**src/rtl/store_fence_ctrl_pkg.sv**
```systemverilog
// Shared core package for the store fence controller: counter width,
// fence state encoding and the core configuration values.
package store_fence_ctrl_pkg;

    // Width of the outstanding-store counter and its output.
    localparam int unsigned CntWidth = 4;

    // Core configuration defaults.
    localparam int unsigned MaxOutstandingStores    = 7;
    localparam bit          DcacheFlushOnFence      = 1'b0;
    localparam bit          DcacheInvalidateOnFlush = 1'b0;

    typedef enum logic [1:0] {
        FENCE_IDLE,
        FENCE_DRAIN,
        FENCE_FLUSH,
        FENCE_DONE
    } fence_state_e;

    // Convert a configured store limit into a counter-width value.
    function automatic logic [CntWidth-1:0] cnt_limit(input int unsigned n);
        return CntWidth'(n);
    endfunction

endpackage

```
**src/rtl/store_inflight_cnt.sv**
```systemverilog
// Saturating up/down counter of stores in flight between issue and
// cache acknowledge, with full/empty status and a sticky underflow flag.
module store_inflight_cnt
    import store_fence_ctrl_pkg::*;
#(
    parameter int unsigned MaxCount = MaxOutstandingStores
) (
    input  logic                clk,
    input  logic                rst_n,
    input  logic                inc,
    input  logic                dec,
    output logic [CntWidth-1:0] count,
    output logic                full,
    output logic                empty,
    output logic                underflow
);

    localparam logic [CntWidth-1:0] Limit = cnt_limit(MaxCount);

    logic [CntWidth-1:0] count_next;

    // Next count: simultaneous inc/dec cancel; both ends clamp instead of wrapping.
    always_comb begin
        count_next = count;
        if (inc && !dec && (count != '1)) begin
            count_next = count + CntWidth'(1);
        end else if (!inc && dec && (count != '0)) begin
            count_next = count - CntWidth'(1);
        end
    end

    // Count register and sticky underflow, cleared only by reset.
    always_ff @(posedge clk or negedge rst_n) begin
        if (!rst_n) begin
            count     <= '0;
            underflow <= 1'b0;
        end else begin
            count <= count_next;
            if (dec && (count == '0)) begin
                underflow <= 1'b1;
            end
        end
    end

    assign full  = (count == Limit);
    assign empty = (count == '0);

endmodule

```
**src/rtl/store_fence_ctrl.sv**
```systemverilog
// Store fence controller: tracks stores in flight and sequences a fence
// through drain, optional dcache flush and a one-cycle completion pulse.
module store_fence_ctrl
    import store_fence_ctrl_pkg::*;
#(
    parameter int unsigned MaxOutstanding    = MaxOutstandingStores,
    parameter bit          FlushOnFence      = DcacheFlushOnFence,
    parameter bit          InvalidateOnFlush = DcacheInvalidateOnFlush
) (
    input  logic                clk_i,
    input  logic                rst_ni,
    input  logic                store_issue_i,
    output logic                store_issue_ready_o,
    input  logic                store_ack_i,
    input  logic                wbuf_empty_i,
    input  logic                fence_req_i,
    output logic                fence_ack_o,
    output logic                dcache_flush_o,
    output logic                dcache_inval_o,
    input  logic                dcache_flush_ack_i,
    output logic [CntWidth-1:0] outstanding_o,
    output logic                busy_o,
    output logic                underflow_o
);

    fence_state_e        state;
    fence_state_e        state_next;
    logic [CntWidth-1:0] count;
    logic                full;
    logic                empty;
    logic                underflow;
    logic                issue_ready;
    logic                issue_accept;
    logic                fence_ack;
    logic                flush;

    // Ready depends only on registered state and count, never on a same-cycle ack.
    assign issue_ready  = (state == FENCE_IDLE) && !full;
    assign issue_accept = store_issue_i && issue_ready;

    store_inflight_cnt #(
        .MaxCount (MaxOutstanding)
    ) u_cnt (
        .clk       (clk_i),
        .rst_n     (rst_ni),
        .inc       (issue_accept),
        .dec       (store_ack_i),
        .count     (count),
        .full      (full),
        .empty     (empty),
        .underflow (underflow)
    );

    // Fence state register; reset aborts any fence in progress.
    always_ff @(posedge clk_i or negedge rst_ni) begin
        if (!rst_ni) begin
            state <= FENCE_IDLE;
        end else begin
            state <= state_next;
        end
    end

    // Fence next-state and Moore outputs.
    always_comb begin
        state_next = state;
        fence_ack  = 1'b0;
        flush      = 1'b0;
        case (state)
            FENCE_IDLE: begin
                if (fence_req_i) begin
                    state_next = FENCE_DRAIN;
                end
            end
            FENCE_DRAIN: begin
                if (empty && wbuf_empty_i) begin
                    state_next = FlushOnFence ? FENCE_FLUSH : FENCE_DONE;
                end
            end
            FENCE_FLUSH: begin
                flush = 1'b1;
                if (dcache_flush_ack_i) begin
                    state_next = FENCE_DONE;
                end
            end
            FENCE_DONE: begin
                fence_ack  = 1'b1;
                state_next = FENCE_IDLE;
            end
            default: begin
                state_next = FENCE_IDLE;
            end
        endcase
    end

    assign store_issue_ready_o = issue_ready;
    assign fence_ack_o         = fence_ack;
    assign dcache_flush_o      = flush;
    assign dcache_inval_o      = InvalidateOnFlush ? flush : 1'b0;
    assign outstanding_o       = count;
    assign busy_o              = (state != FENCE_IDLE);
    assign underflow_o         = underflow;

endmodule

```
**config.mk**
```make
export PLATFORM = sky130hd
export DESIGN_NAME = store_fence_ctrl
export DESIGN_NICKNAME = d
export VERILOG_FILES = /design/src/rtl/store_fence_ctrl_pkg.sv /design/src/rtl/store_inflight_cnt.sv /design/src/rtl/store_fence_ctrl.sv
export SDC_FILE = /design/constraint.sdc
export NUM_CORES = 1
export LEC_CHECK = 0
export CORE_AREA = 3 3 40 42
export DETAILED_ROUTE_END_ITERATION = 10
export DIE_AREA = 0 0 43 45
export GPL_TIMING_DRIVEN = 0
export PLACE_DENSITY = 0.68
export SLEW_MARGIN = 10
export SYNTH_ARGS = -nofsm -noshare
export SYNTH_HDL_FRONTEND = slang
export SYNTH_SLANG_ARGS = --single-unit
export TNS_END_PERCENT = 5
```
**constraint.sdc**
```tcl
create_clock -name clk_i -period 3.7 [get_ports clk_i]
set_input_delay 0.555 -clock clk_i [delete_from_list [all_inputs] [get_ports clk_i]]
set_output_delay 0.555 -clock clk_i [all_outputs]
set_load 0.01 [all_outputs]
```
==> flow_summary.json, run 1 <==
{
  "drt_iter0_markers": 0,
  "drv_cap": 0,
  "regToRegStartpoint": "state[0]$_DFFE_PN0P_",
  "clk_latency_ns": 0.24,
  "rsz0062_at_grt": "false",
  "crit_type": "in -> reg",
  "syn_nets": 59,
  "wl_um": 877,
  "synth_top_cell_by_area": "dfrtp_1",
  "htreeDepth": 1,
  "synth_cells": 44,
  "period_needed_ns": 2.53,
  "final_nets": 79,
  "area_growth_syn_to_layout_pct": 39.1,
  "max_freq_mhz": 395,
  "worstPathArrival_ns": 2.69,
  "hold_slack_ns": 0.463,
  "dieWidth_um": 43,
  "min_path_type": "reg -> reg",
  "critPathLaunchType": "input pin",
  "cts_hold_buf": 0,
  "post_cts_resized": 0,
  "vias": 352,
  "place.gp.congestion": 0.711,
  "maxSlewViolCount": 0,
  "drcViolationCount": 0,
  "diodes": 0,
  "grt_max_degree": 8,
  "syn-cell-area_sq_um": 499,
  "cts_made_buffers": 3,
  "hpwl_um": 710,
  "grt_pass1_wl_mm": 1.44,
  "drive_above_1_share": 0.175,
  "root_buffer": "clkbuf_4",
  "die_h_um": 45,
  "finalHoldViolCount": 0,
  "syn_area_per_cell_sq_um": 11.3,
  "route.detailed.wl_per_inst_um": 11.2,
  "power_density_nw_per_um2": 822,
  "ys_warn_count": 0,
  "rows": 13,
  "synth_cell_types": 23,
  "synthTopCellsByArea": "dfrtp_1 35%, ha_1 18%, inv_1 4.5%, mux2_1 4.5%, fa_1 4.0%",
  "status": "completed",
  "yosysTopAreaCellShare": 0.351,
  "setup_violations": 0,
  "final.setup.tns_ns": 0,
  "clock_skew_ns": 0.00199,
  "p_leak_nw": 0.300,
  "cp.required_ns": 3.86,
  "port_buffers": 15,
  "clock_sinks": 7,
  "antenna_found_initial": 0,
  "gr-total-overflow": 0,
  "drtPass1Iterations": 1,
  "synth_seq_cells": 7,
  "cp-startpoint": "store_issue_i",
  "first_global_vias": 337,
  "finalCritPeriodShare": 0.683,
  "clkTransAtPathRegs_ns": 0.05,
  "holdCritStartpoint": "u_cnt.underflow$_DFFE_PN0P_",
  "via_per_inst": 4.51,
  "clock_path_buffers": 2,
  "ios": 17,
  "worstPathMaxFanout": 3,
  "fp.dieArea_sq_um": 1940,
  "tritoncts": "done",
  "gr-usage-all-layers": 0.103,
  "endpoint_kind": "flop",
  "vdd_drop_max_v": 0.000409,
  "antenna_left": 0,
  "post_cts_buffers": 0,
  "synth-seq-area-share": 0.351,
  "coreArea_sq_um": 1280,
  "start_util": 0.389
}
-- metal layers --
layer,global-route usage,share of wire
met5,0,0
met4,0.0723,0.0068
met3,0.0239,0.051
met2,0.141,0.45
met1,0.143,0.48
-- path summary, 6_finish.rpt --
check	end	slack, ns	cells after the start
worst max-delay path	u_cnt.count[3]$_DFFE_PN0P_	1.17	9
worst min-delay path	u_cnt.underflow$_DFFE_PN0P_	0.46	1
worst max register to register	u_cnt.count[3]$_DFFE_PN0P_	1.21	10
worst min register to register	u_cnt.underflow$_DFFE_PN0P_	0.46	1
max in group asynchronous	u_cnt.count[1]$_DFFE_PN0P_	2.92	1
min in group asynchronous	state[0]$_DFFE_PN0P_	0.55	1
-- through the flow --
stage	utilization	setup WS, ns	power (mW)	instances	cell area (sq um)
floorplan	-	1.42	0.373	44	499
global placement	0.520	0.925	0.512	74	668
detailed placement	0.520	0.921	0.513	74	668
CTS	0.540	1.17	0.584	78	694
global route	0.540	1.02	0.630	78	694
finish	0.540	1.17	0.571	78	694
-- worst max-delay path, stage by stage --
cell	delay (ns)
clkdlybuf4s50_1	0.49
nand2_1	0.06
a311oi_1	0.38
inv_1	0.17
ha_1	0.30
a21o_2	0.18
a21oi_1	0.18
mux2i_1	0.23
xnor2_1	0.14
-- Yosys cell counts, drive strengths merged --
master and count:
dfrtp 7, ha 7, inv 6, mux2 3, a21o 2, a21oi 2
a311oi 2, mux2i 2, nand2 2, xnor2 2, and2 1, buf 1
conb 1, fa 1, nand4b 1, nor2 1, nor4 1, o22ai 1
xor2 1
-- cells in the final DEF, fill, tap and decap left out --
| cell | count |
|---|---|
| mux2i_1 | 2 |
| and2_2 | 1 |
| nor4_2 | 1 |
| buf_4 | 1 |
| nand2_1 | 2 |
| a21oi_2 | 1 |
| clkdlybuf4s50_1 | 15 |
| ha_1 | 7 |
| a21oi_1 | 1 |
| clkbuf_4 | 3 |
| xnor2_1 | 2 |
| conb_1 | 1 |
| fa_1 | 1 |
| a21o_2 | 1 |
| nor2_2 | 1 |
| a311oi_1 | 1 |
| a21o_1 | 1 |
| dfrtp_1 | 7 |
| nand4b_1 | 1 |
| a311oi_2 | 1 |
| o22ai_1 | 1 |
| inv_1 | 6 |
| xor2_1 | 1 |
| mux2_2 | 1 |
| mux2_1 | 2 |
| clkbuf_1 | 1 |
-- logic make-up (layout without fill, tap and decap cells) --
| logic type | count (synthesis) | count (layout) | synth area share |
|---|---|---|---|
| compound gates | 7 | 7 | 0.120 |
| flops | 7 | 7 | 0.351 |
| buf+inv | 7 | 26 | 0.0602 |
| simple gates | 6 | 6 | 0.0852 |
| mux | 5 | 5 | 0.108 |
| fa+ha+maj | 8 | 8 | 0.216 |
| xor+xnor | 3 | 3 | 0.0526 |
| other cells | 1 | 1 | 0.00751 |
-- report_power, final --
group | leakage (nW) | total (mW) | internal, mW | switching [mW]
Sequential | 0.0790 | 0.179 | 0.118 | 0.0604
Combinational | 0.206 | 0.325 | 0.193 | 0.133
Clock | 0.0150 | 0.0667 | 0.0410 | 0.0257
Total | 0.300 | 0.571 | 0.352 | 0.219
-- final cells by class --
type	count	area, sq um
plain buffers	1	7.51
clock buffers	4	26.3
fillers	125	591
inverters	6	22.5
multi-input cells	30	294
flip-flops and latches	7	175
well taps	15	18.8
repair buffers	15	150
-- sequential cells by signal, summed over array words and instances (netlist names) --
| register | cells |
|---|---|
| u_cnt.count | 4 |
| state | 2 |
| u_cnt.underflow | 1 |
(Power assumes the default switching activity.)
==> run 2, diff against run 1 <==
Clock period 3.7 ns to 2.56 ns, I/O delays scaled along.
==> flow_summary.json, run 2 (same netlist as run 1, synthesis figures left out) <==
{
  "diodes": 0,
  "vias": 354,
  "wl_met1_um": 434,
  "power_uw": 832,
  "root_buffer": "clkbuf_4",
  "post_cts_buffers": 0,
  "finalCritPeriodShare": 0.930,
  "final_common_cell": "clkdlybuf4s50_1",
  "largest_reg_flops": 4,
  "setup_violations": 0,
  "fillCellCount": 126,
  "antenna_left": 0,
  "critPathLaunchType": "flop",
  "first_global_vias": 337,
  "ios": 17,
  "final_cell_mix": "15 x clkdlybuf4s50_1, 7 x ha_1, 7 x dfrtp_1, 6 x inv_1, 3 x clkbuf_4",
  "cpPeakStageDelay_ns": 0.41,
  "clk_latency_ns": 0.24,
  "final.setup.tns_ns": 0,
  "hpwl_um": 710,
  "clock_path_buffers": 2,
  "top_register": "u_cnt.count",
  "maxUsedRoutingLayer": "met4",
  "drt_iter0_markers": 0,
  "rows": 13,
  "die_h_um": 45,
  "cts_made_buffers": 3,
  "crit_slowest_cell": "dfrtp_1",
  "endpoint_kind": "flop",
  "place.gp.congestion": 0.711,
  "cp_cell_sequence": "inv_1, ha_1, nand2_1, a311oi_2, inv_1, ha_1, a21o_2, a21oi_1, mux2i_1, xnor2_1",
  "area_growth_syn_to_layout_pct": 40.4,
  "vdd_drop_max_v": 0.000608,
  "drv_cap": 0,
  "crit_type": "reg -> reg",
  "regToRegEndpoint": "u_cnt.count[3]$_DFFE_PN0P_",
  "finalHoldViolCount": 0,
  "start_util": 0.389,
  "grt_max_degree": 8,
  "worstPathArrival_ns": 2.54,
  "gr-usage-all-layers": 0.103,
  "drtPass1Iterations": 1,
  "p_leak_nw": 0.300,
  "post_cts_resized": 0,
  "power_density_nw_per_um2": 1190,
  "worstPathMaxFanout": 4,
  "period_needed_ns": 2.38,
  "rsz0062_at_grt": "false",
  "regToRegStartpoint": "state[0]$_DFFE_PN0P_",
  "antenna_found_initial": 0,
  "port_buffers": 15,
  "htreeDepth": 1,
  "grt_pass1_wl_mm": 1.44,
  "coreArea_sq_um": 1280,
  "tritoncts": "done",
  "rr_worst_depth": 10,
  "cts_hold_buf": 0,
  "clock_sinks": 7,
  "wl_met2_um": 414,
  "route.detailed.wl_per_inst_um": 11.6,
  "wl_um": 901,
  "fp.dieArea_sq_um": 1940,
  "clkTransAtPathRegs_ns": 0.05,
  "max_freq_mhz": 420,
  "status": "completed",
  "gr-total-overflow": 0,
  "min_path_type": "in -> async",
  "maxSlewViolCount": 0,
  "routed-wl-met3_um": 45,
  "clock_skew_ns": 0.00197,
  "drcViolationCount": 0,
  "reg.largest.list": "u_cnt.count x4, state x2, u_cnt.underflow x1",
  "cp.required_ns": 2.72,
  "dieWidth_um": 43,
  "reg2reg_setup_slack_ns": 0.18,
  "drive_above_1_share": 0.190,
  "via_per_inst": 4.54,
  "final_nets": 79
}
[run 2: cell types whose count changed in the layout (fill, tap and decap cells not counted)]
cell      change
a311oi_1      -1
a311oi_2      +1
[run 2: area by class of cell]
type,count,area (sq um),share of cell area
clock buffer,4,26.3,0.0375
sequential,7,175,0.250
inverter,6,22.5,0.0321
buffer,1,7.51,0.0107
timing repair buffer,15,150,0.214
multi-input combinational,30,300,0.429
tap,15,18.8,0.0268
[run 2: per-stage QoR]
step                instance area (sq um)  setup WS [ns]  std cells  utilization  hold slack, ns
floorplan                             499          0.283         44            -          0.0884
global placement                      668        -0.0437         74        0.520           0.464
detailed placement                    668        -0.0481         74        0.520           0.461
CTS                                   694         0.0561         78        0.540           0.387
global route                          701         0.0105         78        0.545           0.388
finish                                701          0.178         78        0.545           0.384
[run 2: worst max path at each step]
stage / from / endpoint / slack [ns] / cells past startpoint
2_1_floorplan: state[0]$_DFFE_PN0P_ / u_cnt.count[3]$_DFFE_PN0P_ / 0.28 / 10
3_3_place_gp: store_issue_i / u_cnt.count[3]$_DFFE_PN0P_ / -0.04 / 9
3_5_place_dp: store_issue_i / u_cnt.count[3]$_DFFE_PN0P_ / -0.05 / 9
4_1_cts: state[0]$_DFFE_PN0P_ / u_cnt.count[3]$_DFFE_PN0P_ / 0.06 / 10
5_1_grt: state[0]$_DFFE_PN0P_ / u_cnt.count[3]$_DFFE_PN0P_ / 0.01 / 10
6_report: state[0]$_DFFE_PN0P_ / u_cnt.count[3]$_DFFE_PN0P_ / 0.18 / 10
[run 2: worst max-delay path, delay by kind of cell, from the launching register on]
family          cells  cell delay, ns
flops               1            0.41
simple gates        1            0.08
fa+ha+maj           2            0.52
mux                 1            0.23
compound gates      3            0.64
buf+inv             2            0.26
xor+xnor            1            0.14
[run 2: per-layer routing]
layer  vias to the layer above  GRT usage
li1                        186          -
met1                       159      0.143
met2                         7      0.141
met3                         2     0.0239
met4                         0     0.0723
met5                         -          0
[run 2: report_power, final]
group | total, mW | switching [mW] | internal [mW]
sequential | 0.264 | 0.0932 | 0.171
clock | 0.0964 | 0.0372 | 0.0592
combinational | 0.472 | 0.193 | 0.279
